==> src/rtl/decode_stage_pipe_if.sv <==
// Decode-stage bus: decode-side inputs, writeback port, execute-side hazard
// controls, and the registered execute-stage outputs.
interface decode_stage_pipe_if #(
  parameter int DATA_W = 22
);
  logic              valid_d_in;
  logic [21:0]       instruction_d_in;
  logic [DATA_W-1:0] pc_plus_8_in;
  logic              reg_write_w_in;
  logic [3:0]        write_register_w_in;
  logic [DATA_W-1:0] result_w_in;
  logic              stall_e_in;
  logic              flush_e_in;

  logic [DATA_W-1:0] rd1_e;
  logic [DATA_W-1:0] rd2_e;
  logic [DATA_W-1:0] rd3_e;
  logic [DATA_W-1:0] imm_ext_e;
  logic [3:0]        ra1_e;
  logic [3:0]        ra2_e;
  logic [3:0]        write_register_e;
  logic              reg_write_e;
  logic              mem_write_e;
  logic              mem_reg_e;
  logic              alu_src_e;
  logic              no_write_e;
  logic              mov_src_e;
  logic              pc_src_e;
  logic              flag_write_e;
  logic [1:0]        alu_control_e;
  logic              valid_e;
  logic              stall_d_out;

  modport master (
    output valid_d_in, instruction_d_in, pc_plus_8_in,
    output reg_write_w_in, write_register_w_in, result_w_in,
    output stall_e_in, flush_e_in,
    input  rd1_e, rd2_e, rd3_e, imm_ext_e, ra1_e, ra2_e, write_register_e,
    input  reg_write_e, mem_write_e, mem_reg_e, alu_src_e, no_write_e,
    input  mov_src_e, pc_src_e, flag_write_e, alu_control_e, valid_e,
    input  stall_d_out
  );

  modport slave (
    input  valid_d_in, instruction_d_in, pc_plus_8_in,
    input  reg_write_w_in, write_register_w_in, result_w_in,
    input  stall_e_in, flush_e_in,
    output rd1_e, rd2_e, rd3_e, imm_ext_e, ra1_e, ra2_e, write_register_e,
    output reg_write_e, mem_write_e, mem_reg_e, alu_src_e, no_write_e,
    output mov_src_e, pc_src_e, flag_write_e, alu_control_e, valid_e,
    output stall_d_out
  );
endinterface

==> src/rtl/decode_stage_pipe.sv <==
// Decode stage: 16-entry regfile, decoder, D->E register; one cycle latency, stall_e_in freezes,
// load-use inserts one bubble via stall_d_out. Define DECODE_WB_BYPASS_EN for same-cycle writeback bypass.
module decode_stage_pipe #(
  parameter int DATA_W = 22,
  parameter int PC_REG = 11
) (
  input logic           clk,
  input logic           rst,
  decode_stage_pipe_if.slave bus
);
  localparam logic [3:0] PC_IDX = 4'(PC_REG);
  localparam logic [1:0] OP_ALU = 2'b00;
  localparam logic [1:0] OP_MEM = 2'b01;
  localparam logic [1:0] OP_BR  = 2'b10;

  typedef struct packed {
    logic       reg_write;
    logic       mem_write;
    logic       mem_reg;
    logic       alu_src;
    logic       no_write;
    logic       mov_src;
    logic       pc_src;
    logic       flag_write;
    logic [1:0] alu_control;
  } ctrl_t;

  logic [1:0] op;
  logic [3:0] funct;
  logic [3:0] ra1;
  logic [3:0] rd;
  logic [3:0] ra2;
  logic       unused_instr_msb;

  assign op               = bus.instruction_d_in[20:19];
  assign funct            = bus.instruction_d_in[18:15];
  assign ra1              = bus.instruction_d_in[14:11];
  assign rd               = bus.instruction_d_in[10:7];
  assign ra2              = bus.instruction_d_in[6:3];
  assign unused_instr_msb = bus.instruction_d_in[21];

  // Register file; the PC_REG slot is never written since its reads come from pc_plus_8_in.
  logic [DATA_W-1:0] rf [16];
  logic              wb_hit;

  assign wb_hit = bus.reg_write_w_in && (bus.write_register_w_in != PC_IDX);

  always_ff @(posedge clk or posedge rst) begin
    if (rst) begin
      for (int i = 0; i < 16; i++) rf[i] <= '0;
    end else if (wb_hit) begin
      rf[bus.write_register_w_in] <= bus.result_w_in;
    end
  end

  logic [2:0] byp;
`ifdef DECODE_WB_BYPASS_EN
  assign byp[0] = wb_hit && (bus.write_register_w_in == ra1);
  assign byp[1] = wb_hit && (bus.write_register_w_in == ra2);
  assign byp[2] = wb_hit && (bus.write_register_w_in == rd);
`else
  assign byp = 3'b000;
`endif

  logic [DATA_W-1:0] rd1_d;
  logic [DATA_W-1:0] rd2_d;
  logic [DATA_W-1:0] rd3_d;

  assign rd1_d = (ra1 == PC_IDX) ? bus.pc_plus_8_in : byp[0] ? bus.result_w_in : rf[ra1];
  assign rd2_d = (ra2 == PC_IDX) ? bus.pc_plus_8_in : byp[1] ? bus.result_w_in : rf[ra2];
  assign rd3_d = (rd  == PC_IDX) ? bus.pc_plus_8_in : byp[2] ? bus.result_w_in : rf[rd];

  ctrl_t             ctrl_d;
  logic [DATA_W-1:0] imm_d;
  logic [DATA_W-1:0] br_off;

  assign br_off = {{(DATA_W-19){bus.instruction_d_in[18]}}, bus.instruction_d_in[18:0]};

  always_comb begin
    ctrl_d = '0;
    imm_d  = DATA_W'(bus.instruction_d_in[6:0]);
    case (op)
      OP_ALU: begin
        ctrl_d.alu_src     = funct[3];
        ctrl_d.alu_control = funct[2:1];
        ctrl_d.flag_write  = funct[0];
        ctrl_d.reg_write   = 1'b1;
        ctrl_d.no_write    = &funct[2:1];
      end
      OP_MEM: begin
        ctrl_d.alu_src   = 1'b1;
        ctrl_d.reg_write = funct[0];
        ctrl_d.mem_reg   = funct[0];
        ctrl_d.mem_write = ~funct[0];
      end
      OP_BR: begin
        ctrl_d.pc_src  = 1'b1;
        ctrl_d.alu_src = 1'b1;
        imm_d          = br_off << 2;
      end
      default: begin
        ctrl_d.reg_write = 1'b1;
        ctrl_d.mov_src   = 1'b1;
        ctrl_d.alu_src   = funct[3];
      end
    endcase
    if (!bus.valid_d_in) ctrl_d = '0;
  end

  ctrl_t             ctrl_q;
  logic              valid_q;
  logic [DATA_W-1:0] rd1_q;
  logic [DATA_W-1:0] rd2_q;
  logic [DATA_W-1:0] rd3_q;
  logic [DATA_W-1:0] imm_q;
  logic [3:0]        ra1_q;
  logic [3:0]        ra2_q;
  logic [3:0]        wr_q;
  logic              load_use;

  // A load in execute targeting a source of the decoding instruction is not ready for it.
  assign load_use = valid_q && ctrl_q.mem_reg && bus.valid_d_in && (wr_q != PC_IDX) &&
                    ((wr_q == ra1) || (wr_q == ra2));

  assign bus.stall_d_out = bus.stall_e_in || (load_use && !bus.flush_e_in);

  always_ff @(posedge clk or posedge rst) begin
    if (rst) begin
      valid_q <= 1'b0;
      ctrl_q  <= '0;
      rd1_q   <= '0;
      rd2_q   <= '0;
      rd3_q   <= '0;
      imm_q   <= '0;
      ra1_q   <= '0;
      ra2_q   <= '0;
      wr_q    <= '0;
    end else if (bus.flush_e_in) begin
      valid_q <= 1'b0;
      ctrl_q  <= '0;
    end else if (!bus.stall_e_in) begin
      valid_q <= bus.valid_d_in && !load_use;
      ctrl_q  <= load_use ? '0 : ctrl_d;
      rd1_q   <= rd1_d;
      rd2_q   <= rd2_d;
      rd3_q   <= rd3_d;
      imm_q   <= imm_d;
      ra1_q   <= ra1;
      ra2_q   <= ra2;
      wr_q    <= rd;
    end
  end

  assign bus.rd1_e            = rd1_q;
  assign bus.rd2_e            = rd2_q;
  assign bus.rd3_e            = rd3_q;
  assign bus.imm_ext_e        = imm_q;
  assign bus.ra1_e            = ra1_q;
  assign bus.ra2_e            = ra2_q;
  assign bus.write_register_e = wr_q;
  assign bus.reg_write_e      = ctrl_q.reg_write;
  assign bus.mem_write_e      = ctrl_q.mem_write;
  assign bus.mem_reg_e        = ctrl_q.mem_reg;
  assign bus.alu_src_e        = ctrl_q.alu_src;
  assign bus.no_write_e       = ctrl_q.no_write;
  assign bus.mov_src_e        = ctrl_q.mov_src;
  assign bus.pc_src_e         = ctrl_q.pc_src;
  assign bus.flag_write_e     = ctrl_q.flag_write;
  assign bus.alu_control_e    = ctrl_q.alu_control;
  assign bus.valid_e          = valid_q;
endmodule
==> src/flat_wrapper.sv <==
// flat-port wrapper written by rule: the top's interface ports become plain ports
module decode_stage_pipe_flat 
#(
  parameter int DATA_W = 22,
  parameter int PC_REG = 11
)
  (clk, rst, bus_valid_d_in, bus_instruction_d_in, bus_pc_plus_8_in, bus_reg_write_w_in, bus_write_register_w_in, bus_result_w_in, bus_stall_e_in, bus_flush_e_in, bus_rd1_e, bus_rd2_e, bus_rd3_e, bus_imm_ext_e, bus_ra1_e, bus_ra2_e, bus_write_register_e, bus_reg_write_e, bus_mem_write_e, bus_mem_reg_e, bus_alu_src_e, bus_no_write_e, bus_mov_src_e, bus_pc_src_e, bus_flag_write_e, bus_alu_control_e, bus_valid_e, bus_stall_d_out);
  decode_stage_pipe_if #(.DATA_W(DATA_W)) bus_i ();
  input logic clk;
  input logic rst;
  input wire logic [$bits(bus_i.valid_d_in)-1:0] bus_valid_d_in;
  input wire logic [$bits(bus_i.instruction_d_in)-1:0] bus_instruction_d_in;
  input wire logic [$bits(bus_i.pc_plus_8_in)-1:0] bus_pc_plus_8_in;
  input wire logic [$bits(bus_i.reg_write_w_in)-1:0] bus_reg_write_w_in;
  input wire logic [$bits(bus_i.write_register_w_in)-1:0] bus_write_register_w_in;
  input wire logic [$bits(bus_i.result_w_in)-1:0] bus_result_w_in;
  input wire logic [$bits(bus_i.stall_e_in)-1:0] bus_stall_e_in;
  input wire logic [$bits(bus_i.flush_e_in)-1:0] bus_flush_e_in;
  output wire logic [$bits(bus_i.rd1_e)-1:0] bus_rd1_e;
  output wire logic [$bits(bus_i.rd2_e)-1:0] bus_rd2_e;
  output wire logic [$bits(bus_i.rd3_e)-1:0] bus_rd3_e;
  output wire logic [$bits(bus_i.imm_ext_e)-1:0] bus_imm_ext_e;
  output wire logic [$bits(bus_i.ra1_e)-1:0] bus_ra1_e;
  output wire logic [$bits(bus_i.ra2_e)-1:0] bus_ra2_e;
  output wire logic [$bits(bus_i.write_register_e)-1:0] bus_write_register_e;
  output wire logic [$bits(bus_i.reg_write_e)-1:0] bus_reg_write_e;
  output wire logic [$bits(bus_i.mem_write_e)-1:0] bus_mem_write_e;
  output wire logic [$bits(bus_i.mem_reg_e)-1:0] bus_mem_reg_e;
  output wire logic [$bits(bus_i.alu_src_e)-1:0] bus_alu_src_e;
  output wire logic [$bits(bus_i.no_write_e)-1:0] bus_no_write_e;
  output wire logic [$bits(bus_i.mov_src_e)-1:0] bus_mov_src_e;
  output wire logic [$bits(bus_i.pc_src_e)-1:0] bus_pc_src_e;
  output wire logic [$bits(bus_i.flag_write_e)-1:0] bus_flag_write_e;
  output wire logic [$bits(bus_i.alu_control_e)-1:0] bus_alu_control_e;
  output wire logic [$bits(bus_i.valid_e)-1:0] bus_valid_e;
  output wire logic [$bits(bus_i.stall_d_out)-1:0] bus_stall_d_out;
  assign bus_i.valid_d_in = bus_valid_d_in;
  assign bus_i.instruction_d_in = bus_instruction_d_in;
  assign bus_i.pc_plus_8_in = bus_pc_plus_8_in;
  assign bus_i.reg_write_w_in = bus_reg_write_w_in;
  assign bus_i.write_register_w_in = bus_write_register_w_in;
  assign bus_i.result_w_in = bus_result_w_in;
  assign bus_i.stall_e_in = bus_stall_e_in;
  assign bus_i.flush_e_in = bus_flush_e_in;
  assign bus_rd1_e = bus_i.rd1_e;
  assign bus_rd2_e = bus_i.rd2_e;
  assign bus_rd3_e = bus_i.rd3_e;
  assign bus_imm_ext_e = bus_i.imm_ext_e;
  assign bus_ra1_e = bus_i.ra1_e;
  assign bus_ra2_e = bus_i.ra2_e;
  assign bus_write_register_e = bus_i.write_register_e;
  assign bus_reg_write_e = bus_i.reg_write_e;
  assign bus_mem_write_e = bus_i.mem_write_e;
  assign bus_mem_reg_e = bus_i.mem_reg_e;
  assign bus_alu_src_e = bus_i.alu_src_e;
  assign bus_no_write_e = bus_i.no_write_e;
  assign bus_mov_src_e = bus_i.mov_src_e;
  assign bus_pc_src_e = bus_i.pc_src_e;
  assign bus_flag_write_e = bus_i.flag_write_e;
  assign bus_alu_control_e = bus_i.alu_control_e;
  assign bus_valid_e = bus_i.valid_e;
  assign bus_stall_d_out = bus_i.stall_d_out;
  decode_stage_pipe #(.DATA_W(DATA_W), .PC_REG(PC_REG)) u_core (.clk(clk), .rst(rst), .bus(bus_i));
endmodule
==> config.mk <==
export PLATFORM = sky130hd
export DESIGN_NAME = decode_stage_pipe_flat
export DESIGN_NICKNAME = d
export VERILOG_FILES = /design/src/rtl/decode_stage_pipe_if.sv /design/src/rtl/decode_stage_pipe.sv /design/src/flat_wrapper.sv
export SDC_FILE = /design/constraint.sdc
export NUM_CORES = 1
export LEC_CHECK = 0
export CAP_MARGIN = 20
export CORE_AREA = 8 8 246 248
export DETAILED_ROUTE_END_ITERATION = 6
export DIE_AREA = 0 0 254 256
export HOLD_SLACK_MARGIN = 0.06
export PLACE_DENSITY = 0.67
export SLEW_MARGIN = 30
export SYNTH_ARGS = -nofsm -noshare
export SYNTH_HDL_FRONTEND = slang
export SYNTH_SLANG_ARGS = --single-unit
==> constraint.sdc <==
create_clock -name clk -period 18 [get_ports clk]
set_input_delay 5.4 -clock clk [delete_from_list [all_inputs] [get_ports clk]]
set_output_delay 5.4 -clock clk [all_outputs]
set_load 0.005 [all_outputs]
; Word-level counts from Yosys, hierarchy flattened
; Index checks and enable logic that the tools add are counted.
[word_totals]
elab_cells = 101
in_bits = 76
ff_bits = 463
[classes]
n_reduce_logical = 17
bitwise_logic = 7
order_cmp = 5
n_mux = 29
n_eq_ne = 10
[op_table]
columns = cell, count
row1 = bitwise mux 352 bit, 1
row2 = binary-select mux 22 bit (select 4 bit), 3
row3 = two-way mux 22 bit, 11
row4 = demux 22 bit (select 4 bit), 1
row5 = two-way mux 10 bit, 4
row6 = >= comparator 5 bit (second input constant), 4
row7 = inverter 4 -> 5 bit, 4
row8 = == test 4 bit (second input constant), 3
row9 = == test 4 bit, 2
row10 = logical AND 1 bit, 8
row11 = != test 4 bit (second input constant), 2
row12 = two-way mux 1 bit, 6
row13 = < comparator 5 x 1 -> 1 bit (second input constant), 1
row14 = AND reduction 2 bit, 2
row15 = two-way mux 3 bit, 1
row16 = inverter 1 bit, 3
row17 = OR reduction 3 bit, 1
row18 = == test 2 x 1 -> 1 bit (second input constant), 1
row19 = == test 2 bit (second input constant), 1
row20 = logical NOT 1 bit, 2
row21 = logical NOT 2 bit, 1
row22 = logical OR 1 bit, 2
row23 = two-way mux 2 bit, 1
row24 = != test 2 x 1 -> 1 bit (second input constant), 1
row25 = other kinds (2), 2

; Longest topological paths before layout
; Gate-level depths: netlist of the first run.
[logic_depth]
word_depth = 8
mapped_depth = 7
mapped_depth_nobuf = 5

; Worst setup path after synthesis of the first run
; Ideal clock, no wire load.
[synth_timing]
path_type = input to output
startpoint = input port bus_instruction_d_in[3]
endpoint = output port bus_stall_d_out
arrival_ns = 6.125
t_required_ns = 12.600
slack_ns = 6.475
stages = 5
cell_sequence = buf_6 > xnor2_1 > nand4_1 > a21oi_1 > a21o_1
[synth_between]
elab_chain_cells = 5
[synth_lines]
columns = element, line
row1 = start: declaration, flat_wrapper.sv:12  ; input wire logic [$bits(bus_i.instruction_d_in)-1:0] bus_instruction_d_in;
row2 = == test 4 bit, decode_stage_pipe.sv:123  ; ((wr_q == ra1) || (wr_q == ra2));
row3 = logical OR 1 bit, decode_stage_pipe.sv:123
row4 = logical AND 1 bit, decode_stage_pipe.sv:122  ; assign load_use = valid_q && ctrl_q.mem_reg && bus.valid_d_in && (wr_q != PC_IDX) &&
row5 = logical AND 1 bit, decode_stage_pipe.sv:125  ; assign bus.stall_d_out = bus.stall_e_in || (load_use && !bus.flush_e_in);
row6 = logical OR 1 bit, decode_stage_pipe.sv:125
row7 = end: declaration, flat_wrapper.sv:36  ; output wire logic [$bits(bus_i.stall_d_out)-1:0] bus_stall_d_out;
; No other way between the ends.

; Worst setup path in the final report of the first run
[layout_timing]
startpoint = input port bus_instruction_d_in[6]
endpoint = output port bus_stall_d_out
; The elaborated chain is that of the path after synthesis.

==> results_dict.tcl, run 1 <==
set metrics [dict create \
    status "finished clean" \
    worstPathArrival_ps 7790 \
    cts_buffer_depth 3 \
    first_pass_iters 5 \
    finalPower_w 0.00319 \
    r2r_cells 4 \
    first_global_vias 19750 \
    ys_warn_count 0 \
    antenna_found_initial 1 \
    fin_tns_setup_ps 0 \
    layout_commonest_cell "dfrtp_1" \
    core.rowCount 88 \
    hold_path_depth 2 \
    crit_path_end_kind "output port" \
    ctsHoldBuffers 0 \
    clk_latency_ps 600 \
    wl_microns 85700 \
    fp.dieArea_sq_mm 0.0650 \
    grt_overflow 0 \
    hold_end "u_core.bus.imm_ext_e[15]" \
    fin_nets 2186 \
    post-route-util 0.520 \
    portBuffers 186 \
    cts_tree "done" \
    critPathKind "primary input to output port" \
    fin_skew_ps 23.5 \
    irDropWorstVdd_v 0.0000669 \
    synth_seq_cells 440 \
    viasPerCell 6.56 \
    crit_fanout 48 \
    hold_start "u_core.bus.imm_ext_e[15]" \
    core_area_sq_mm 0.0568 \
    gp_congestion 0.822 \
    die_w_microns 254 \
    syn_to_final_growth_pct 14.5 \
    syn_nets 2105 \
    num_vias 19064 \
    synth_area_leaders "dfrtp_1 (43%), mux2_2 (13%), mux2i_1 (10%)" \
    post-cts-setup-buffers 0 \
    max_freq_mhz 75.8 \
    hpwl_microns 50200 \
    seq_area_frac_synth 0.427 \
    drive_gt1_frac 0.267 \
    cp.required_ps 12600 \
    drv_slew 0 \
    syn_inst 2025 \
    finalSetupViolCount 0 \
    use_met3 0.0627 \
    cp-start-kind "primary input" \
    die_h_microns 256 \
    clk_pin_slew_ps 60 \
    first_iter_violations 1916 \
    synth_edf_count 0 \
    synth-async-reset-ratio 1.00 \
    min_period_ps 13190 \
    worstMarginPinSlew_ps 965 \
    drc_errors 0 \
    final_cell_mix "dfrtp_1 (440), mux2_2 (309), mux2i_1 (269), clkdlybuf4s50_1 (174), nand2_1 (86)" \
    final-hold-violation-count 0 \
    grt.total_usage 0.258 \
    min_period_over_period 0.733 \
    cts_root_buf "clkbuf_16" \
    power.density_mw_per_mm2 108 \
    hold_ws_ps 467 \
    yosysTopAreaCell "dfrtp_1" \
    ant_nets 0 \
    yosysUniqueCellTypes 41 \
    ctsHtreeMaxLevel 2 \
    grt_max_degree 97 \
    cts_resized 0 \
    p_leak_nw 12.4 \
    relSlewSlack 0.355 \
    synth_area_sq_mm 0.0258 \
    met1_usage 0.349 \
    syn_area_per_cell_sq_um 12.7 \
    r2r_end "u_core.bus.flag_write_e" \
    cts_buffers 48 \
    busiest_layer "met2" \
    grt_pass1_wl_microns 127000 \
    max_cap_viol_count 0 \
    ios 188 \
    clock_sinks 440 \
    r2r_slack_ps 16240 \
    hp-class "register to register" \
    use_met2 0.402 \
    synth_top_area_frac 0.427 \
    synthFlopType "dfrtp_1" \
    rsz0062_at_grt "false" \
    initial_core_util 0.454 \
    r2r_start "u_core.bus.write_register_e[3]" \
    wl_per_cell_microns 29.5 \
]
-- worst max-delay path, stage by stage --
cell             delay (ps)
buf_2                    80
buf_4                   630
xnor2_1                 190
nand4_1                 100
a21oi_1                 660
a21o_1                  210
clkdlybuf4s50_1         500
-- cells in the mapped netlist, types with 8 or more instances --
cell,instances
or2_1,52
buf_6,19
o22ai_1,66
mux4_2,76
o21ai_0,19
xnor2_1,8
a31oi_1,66
nor3b_1,66
mux2i_1,269
nand3_1,20
buf_2,64
nand3b_1,8
a211oi_1,66
o221ai_1,66
mux2_4,20
buf_4,29
mux4_1,56
dfrtp_1,440
or2_2,15
nand2_1,86
clkbuf_1,89
nand2b_1,8
nor2_1,76
mux2_2,309
-- flip-flops by register name, indices dropped and copies added (netlist names) --
register / count
u_core.rf: 330
u_core.bus.rd1_e: 22
u_core.bus.rd2_e: 22
u_core.bus.rd3_e: 22
u_core.bus.imm_ext_e: 21
u_core.bus.ra1_e: 4
u_core.bus.ra2_e: 4
u_core.bus.write_register_e: 4
u_core.bus.alu_control_e: 2
u_core.bus.alu_src_e: 1
u_core.bus.flag_write_e: 1
u_core.bus.mem_reg_e: 1
u_core.bus.mem_write_e: 1
u_core.bus.mov_src_e: 1
u_core.bus.no_write_e: 1
u_core.bus.pc_src_e: 1
u_core.bus.reg_write_e: 1
u_core.bus.valid_e: 1
-- metal layers --
metal,up-vias,share of wire
met1,9932,0.41
met2,978,0.46
met5,-,0
li1,7942,-
met4,0,0.033
met3,212,0.094
-- cell type report --
cell class | count | area (sq um)
Sequential cell | 440 | 11000
Clock inverter | 11 | 96.3
Antenna cell | 1 | 2.50
Inverter | 7 | 33.8
Clock buffer | 75 | 1480
Fill cell | 4892 | 27300
Multi-Input combinational cell | 1372 | 13700
Timing Repair Buffer | 237 | 2300
Tap cell | 765 | 957
-- cell families after synthesis --
| kind of cell | count (synthesis) | share of synthesized area |
|---|---|---|
| XOR/XNOR | 8 | 0.00272 |
| AND/OR/NAND/NOR | 343 | 0.0711 |
| multiplexers | 731 | 0.375 |
| flip-flops | 440 | 0.427 |
| AO/OA/AOI/OAI | 286 | 0.0781 |
| adder cells (fa/ha/maj) | 4 | 0.00194 |
| buffers and inverters | 213 | 0.0446 |
-- per-stage QoR --
step           setup WS [ps]  instances  area (sq um)
2_1_floorplan            341       2025         25800
3_3_place_gp            4670       2816         27800
3_5_place_dp            4850       2819         27900
4_1_cts                 4830       2905         29500
5_1_grt                 4670       2907         29500
6_report                4810       2908         29500
-- report_power, final --
group | leakage [nW] | total [W] | internal, W | switching, W
combinational | 6.27 | 0.000794 | 0.000466 | 0.000328
clock | 0.772 | 0.000992 | 0.000575 | 0.000416
sequential | 5.39 | 0.00140 | 0.00120 | 0.000205
total | 12.4 | 0.00319 | 0.00224 | 0.000949
-- worst max path at each step --
stage,start,endpoint,cells past startpoint
after floorplan,rst,u_core.bus.alu_control_e[0],1
after global placement,bus_instruction_d_in[13],bus_stall_d_out,7
after detailed placement,bus_instruction_d_in[6],bus_stall_d_out,7
after CTS,bus_instruction_d_in[6],bus_stall_d_out,7
after global routing,bus_instruction_d_in[6],bus_stall_d_out,7
final,bus_instruction_d_in[6],bus_stall_d_out,7
Note: power is estimated with default switching activity, not from simulation.
==> run 2: changes to the inputs <==
--- a/config.mk
+++ b/config.mk
@@ -10,7 +10,6 @@
 export DETAILED_ROUTE_END_ITERATION = 6
 export DIE_AREA = 0 0 254 256
 export HOLD_SLACK_MARGIN = 0.06
-export PLACE_DENSITY = 0.67
 export SLEW_MARGIN = 30
 export SYNTH_ARGS = -nofsm -noshare
 export SYNTH_HDL_FRONTEND = slang
==> constraint.sdc (replaced) <==
create_clock -name clk -period 12.7 [get_ports clk]
set_input_delay 3.81 -clock clk [delete_from_list [all_inputs] [get_ports clk]]
set_output_delay 3.81 -clock clk [all_outputs]
set_load 0.005 [all_outputs]
==> run 2 against run 1 <==
Combinational power increased by 41%. Global-route usage rose by 0.52 points. Clock-buffer cell count decreased by 1. Largest power group unchanged. Highest routed layer is now met5.
==> results_dict.tcl, run 2 (same netlist as run 1, synthesis figures left out) <==
set metrics [dict create \
    status "finished clean" \
    die_h_microns 256 \
    fillers 5001 \
    ctsHtreeMaxLevel 2 \
    p_leak_nw 12.4 \
    hp-class "register to register" \
    relSlewSlack 0.322 \
    portBuffers 186 \
    crit_fanout 48 \
    hold_ws_ps 468 \
    critPathKind "primary input to output port" \
    core_area_sq_mm 0.0568 \
    wl_per_cell_microns 29.9 \
    final.setup.worst_slack_ps 2640 \
    min_period_over_period 0.792 \
    fin_skew_ps 12.7 \
    ios 188 \
    fin_nets 2185 \
    cts_tree "done" \
    grt_overflow 0 \
    antenna_found_initial 5 \
    cts_root_buf "clkbuf_16" \
    cp-start-kind "primary input" \
    place_ws_ps 2670 \
    ctsHoldBuffers 0 \
    finalSetupViolCount 0 \
    final_cell_mix "dfrtp_1 (440), mux2_2 (309), mux2i_1 (269), clkdlybuf4s50_1 (174), nand2_1 (86)" \
    cp.required_ps 8890 \
    drc_errors 0 \
    max_freq_mhz 99.4 \
    worstMarginPinSlew_ps 1020 \
    post-route-util 0.518 \
    r2r_end "u_core.bus.mem_reg_e" \
    clk_pin_slew_ps 60 \
    min_period_ps 10060 \
    drive_gt1_frac 0.264 \
    fin_tns_setup_ps 0 \
    viasPerCell 6.50 \
    grt.total_usage 0.263 \
    drv_slew 0 \
    hpwl_microns 50800 \
    die_w_microns 254 \
    largest_reg_flops 330 \
    first_pass_iters 6 \
    crit_path_end_kind "output port" \
    grt_max_degree 160 \
    seqCellArea_sq_mm 0.0110 \
    place_inst 2818 \
    irDropWorstVdd_v 0.0000907 \
    r2r_slack_ps 10900 \
    clock_sinks 440 \
    max_cap_viol_count 0 \
    cts_resized 0 \
    syn_to_final_growth_pct 14.2 \
    first_global_vias 19296 \
    wl_microns 87000 \
    r2r_start "u_core.bus.write_register_e[2]" \
    post-cts-setup-buffers 0 \
    rsz0062_at_grt "false" \
    multi_input_area_sq_mm 0.0137 \
    hold_path_depth 2 \
    worstPathArrival_ps 6250 \
    clk_latency_ps 600 \
    num_vias 18916 \
    hold_end "u_core.bus.imm_ext_e[0]" \
    top_register "u_core.rf" \
    cts_buffer_depth 3 \
    fp.dieArea_sq_mm 0.0650 \
    final_cell_count_no_fill 2909 \
    first_iter_violations 1726 \
    initial_core_util 0.454 \
    gp_congestion 0.785 \
    power.density_mw_per_mm2 152 \
    hold_start "u_core.bus.imm_ext_e[0]" \
    r2r_cells 4 \
    core.rowCount 88 \
    layout_commonest_cell "dfrtp_1" \
    cts_buffers 49 \
    final-hold-violation-count 0 \
    grt_pass1_wl_microns 129000 \
    ant_nets 0 \
]
run 2: layout make-up:
cell class / count / share of cell area
Clock buffer: 74 / 0.0480
Inverter: 7 / 0.00102
Tap cell: 765 / 0.0325
Multi-Input combinational cell: 1372 / 0.464
Timing Repair Buffer: 235 / 0.0771
Antenna cell: 3 / 0.000255
Sequential cell: 440 / 0.374
Clock inverter: 13 / 0.00319
run 2: worst max-delay path by stage:
| stage | startpoint | endpoint | slack [ps] |
|---|---|---|---|
| 2_1_floorplan | rst | u_core.bus.alu_control_e[0] | 2940 |
| 3_3_place_gp | bus_instruction_d_in[4] | bus_stall_d_out | 2560 |
| 3_5_place_dp | bus_instruction_d_in[6] | bus_stall_d_out | 2670 |
| 4_1_cts | bus_instruction_d_in[6] | bus_stall_d_out | 2670 |
| 5_1_grt | bus_instruction_d_in[6] | bus_stall_d_out | 2570 |
| 6_report | bus_instruction_d_in[6] | bus_stall_d_out | 2640 |
run 2: stage by stage:
step                      power [W]  instance area (sq um)
after floorplan             0.00271                  25800
after global placement      0.00307                  27800
after detailed placement    0.00312                  27900
after CTS                   0.00450                  29400
after global routing        0.00469                  29400
final                       0.00447                  29500
run 2: critical path, stage by stage:
cell and delay [ps]:
buf_2 80, buf_4 670, xnor2_1 190, nand4_1 100, a21oi_1 660, a21o_1 230, clkdlybuf4s50_1 500
run 2: power by group:
part           internal, W  switching (W)  leakage [nW]
combinational     0.000660       0.000465          6.25
sequential         0.00170       0.000283          5.39
clock             0.000784       0.000584         0.747
run 2: layer usage:
metal	vias up	track usage	part of all wire
met2	839	0.392	0.45
met5	-	0	0.00013
met3	165	0.0582	0.081
met4	2	0.0880	0.031
met1	9969	0.376	0.44
li1	7941	-	-
==> run 3: changes to the inputs <==
==> constraint.sdc (replaced) <==
create_clock -name clk -period 9.6 [get_ports clk]
set_input_delay 2.88 -clock clk [delete_from_list [all_inputs] [get_ports clk]]
set_output_delay 2.88 -clock clk [all_outputs]
set_load 0.005 [all_outputs]
==> run 3 against run 2 <==
Combinational power up 33%. Flip-flop and latch count unchanged. Worst setup slack worse by 990 ps. Sequential share of layout area decreased by 0.33 points. Final cell count stayed put. Die area unchanged. Sequential power is 32% higher. Critical endpoint unchanged. Via count is 0.45% lower. Utilization rose by 0.46 points.
==> results_dict.tcl, run 3 (same netlist as run 1, synthesis figures left out) <==
set metrics [dict create \
    status "finished clean" \
    ctsHoldBuffers 0 \
    worstMarginPinSlew_ps 991 \
    first_iter_violations 1815 \
    final_cell_count_no_fill 2909 \
    place_inst 2816 \
    max_cap_viol_count 0 \
    worstPathArrival_ps 5070 \
    cts_buffers 49 \
    rsz0062_at_grt "false" \
    core_area_sq_mm 0.0568 \
    cp.required_ps 6720 \
    viasPerCell 6.47 \
    grt_max_degree 161 \
    drc_errors 0 \
    die_h_microns 256 \
    min_period_ps 7950 \
    cp-start-kind "primary input" \
    wl_per_cell_microns 29.4 \
    irDropWorstVdd_v 0.000128 \
    post-cts-setup-buffers 0 \
    grt_overflow 0 \
    ctsHtreeMaxLevel 2 \
    layout_commonest_cell "dfrtp_1" \
    min_period_over_period 0.828 \
    final-hold-violation-count 0 \
    grt_pass1_wl_microns 127000 \
    power.density_mw_per_mm2 206 \
    initial_core_util 0.454 \
    r2r_cells 4 \
    relSlewSlack 0.339 \
    clock_sinks 440 \
    first_pass_iters 5 \
    ios 188 \
    first_global_vias 18839 \
    critPathKind "primary input to output port" \
    fin_tns_setup_ps 0 \
    fin_nets 2185 \
    p_leak_nw 12.5 \
    fin_skew_ps 14.4 \
    clk_latency_ps 590 \
    largest_reg_flops 330 \
    antenna_found_initial 6 \
    num_vias 18830 \
    cts_root_buf "clkbuf_16" \
    drv_slew 0 \
    r2r_slack_ps 7820 \
    clk_pin_slew_ps 60 \
    cts_tree "done" \
    hold_ws_ps 461 \
    die_w_microns 254 \
    drive_gt1_frac 0.270 \
    portBuffers 186 \
    cts_resized 0 \
    grt.total_usage 0.258 \
    cts_buffer_depth 3 \
    core.rowCount 88 \
    top_register "u_core.rf" \
    crit_fanout 16 \
    max_freq_mhz 126 \
    gp_congestion 0.811 \
    finalSetupViolCount 0 \
    fp.dieArea_sq_mm 0.0650 \
    hpwl_microns 50000 \
    ant_nets 0 \
    hold_path_depth 2 \
    crit_path_end_kind "output port" \
    hp-class "register to register" \
    wl_microns 85700 \
    final_cell_mix "dfrtp_1 (440), mux2_2 (309), mux2i_1 (269), clkdlybuf4s50_1 (174), nand2_1 (86)" \
    syn_to_final_growth_pct 15.2 \
]
==> run 3: changes by cell type in the layout (fill, tap and decap cells not counted) <==
cell	delta
clkbuf_8	+10
nand2b_2	+1
nand2b_1	-1
diode_2	-1
buf_6	-2
buf_12	+4
clkbuf_1	-12
buf_8	-2
bufinv_16	+5
clkinv_2	-2
==> run 3: worst paths after layout <==
kind | endpoint | start
setup / recovery | bus_stall_d_out | bus_instruction_d_in[13]
hold / removal | u_core.bus.imm_ext_e[14] | u_core.bus.imm_ext_e[14]
setup reg to reg | u_core.bus.mem_reg_e | u_core.bus.write_register_e[2]
hold reg to reg | u_core.bus.imm_ext_e[14] | u_core.bus.imm_ext_e[14]
max in group asynchronous | u_core.rf[292] | rst
min in group asynchronous | u_core.bus.flag_write_e | rst
==> run 3: layer usage <==
metal	wire [microns]	up-vias	track usage
met5	27	-	0
met2	37600	866	0.382
met1	38400	9844	0.376
met3	7210	158	0.0563
met4	2380	4	0.0768
li1	-	7958	-
==> run 3: cell type report <==
cell class	instances	area (sq um)
Sequential cell	440	11000
Inverter	7	30.0
Multi-Input combinational cell	1372	13700
Clock inverter	16	234
Timing Repair Buffer	235	2300
Clock buffer	72	1510
Fill cell	4899	27100
Tap cell	765	957
Antenna cell	2	5.00
==> run 3: per-stage QoR <==
step	util	power [W]	instance area [sq um]	worst slack (ps)
final	0.523	0.00613	29700	1650
after global routing	0.523	0.00641	29700	1550
after CTS	0.522	0.00615	29600	1640
after detailed placement	0.491	0.00412	27900	1650
after global placement	0.490	0.00405	27900	1600
after floorplan	-	0.00359	25800	775
==> run 3: where the power goes <==
group          internal, W  switching (W)
registers          0.00225       0.000373
clock network      0.00124       0.000780
logic             0.000873       0.000613
==> run 3: worst max-delay path: stages <==
cell and delay, ps:
buf_2 510, xnor2_1 180, nand4_1 110, a21oi_1 660, a21o_1 210, clkdlybuf4s50_1 500
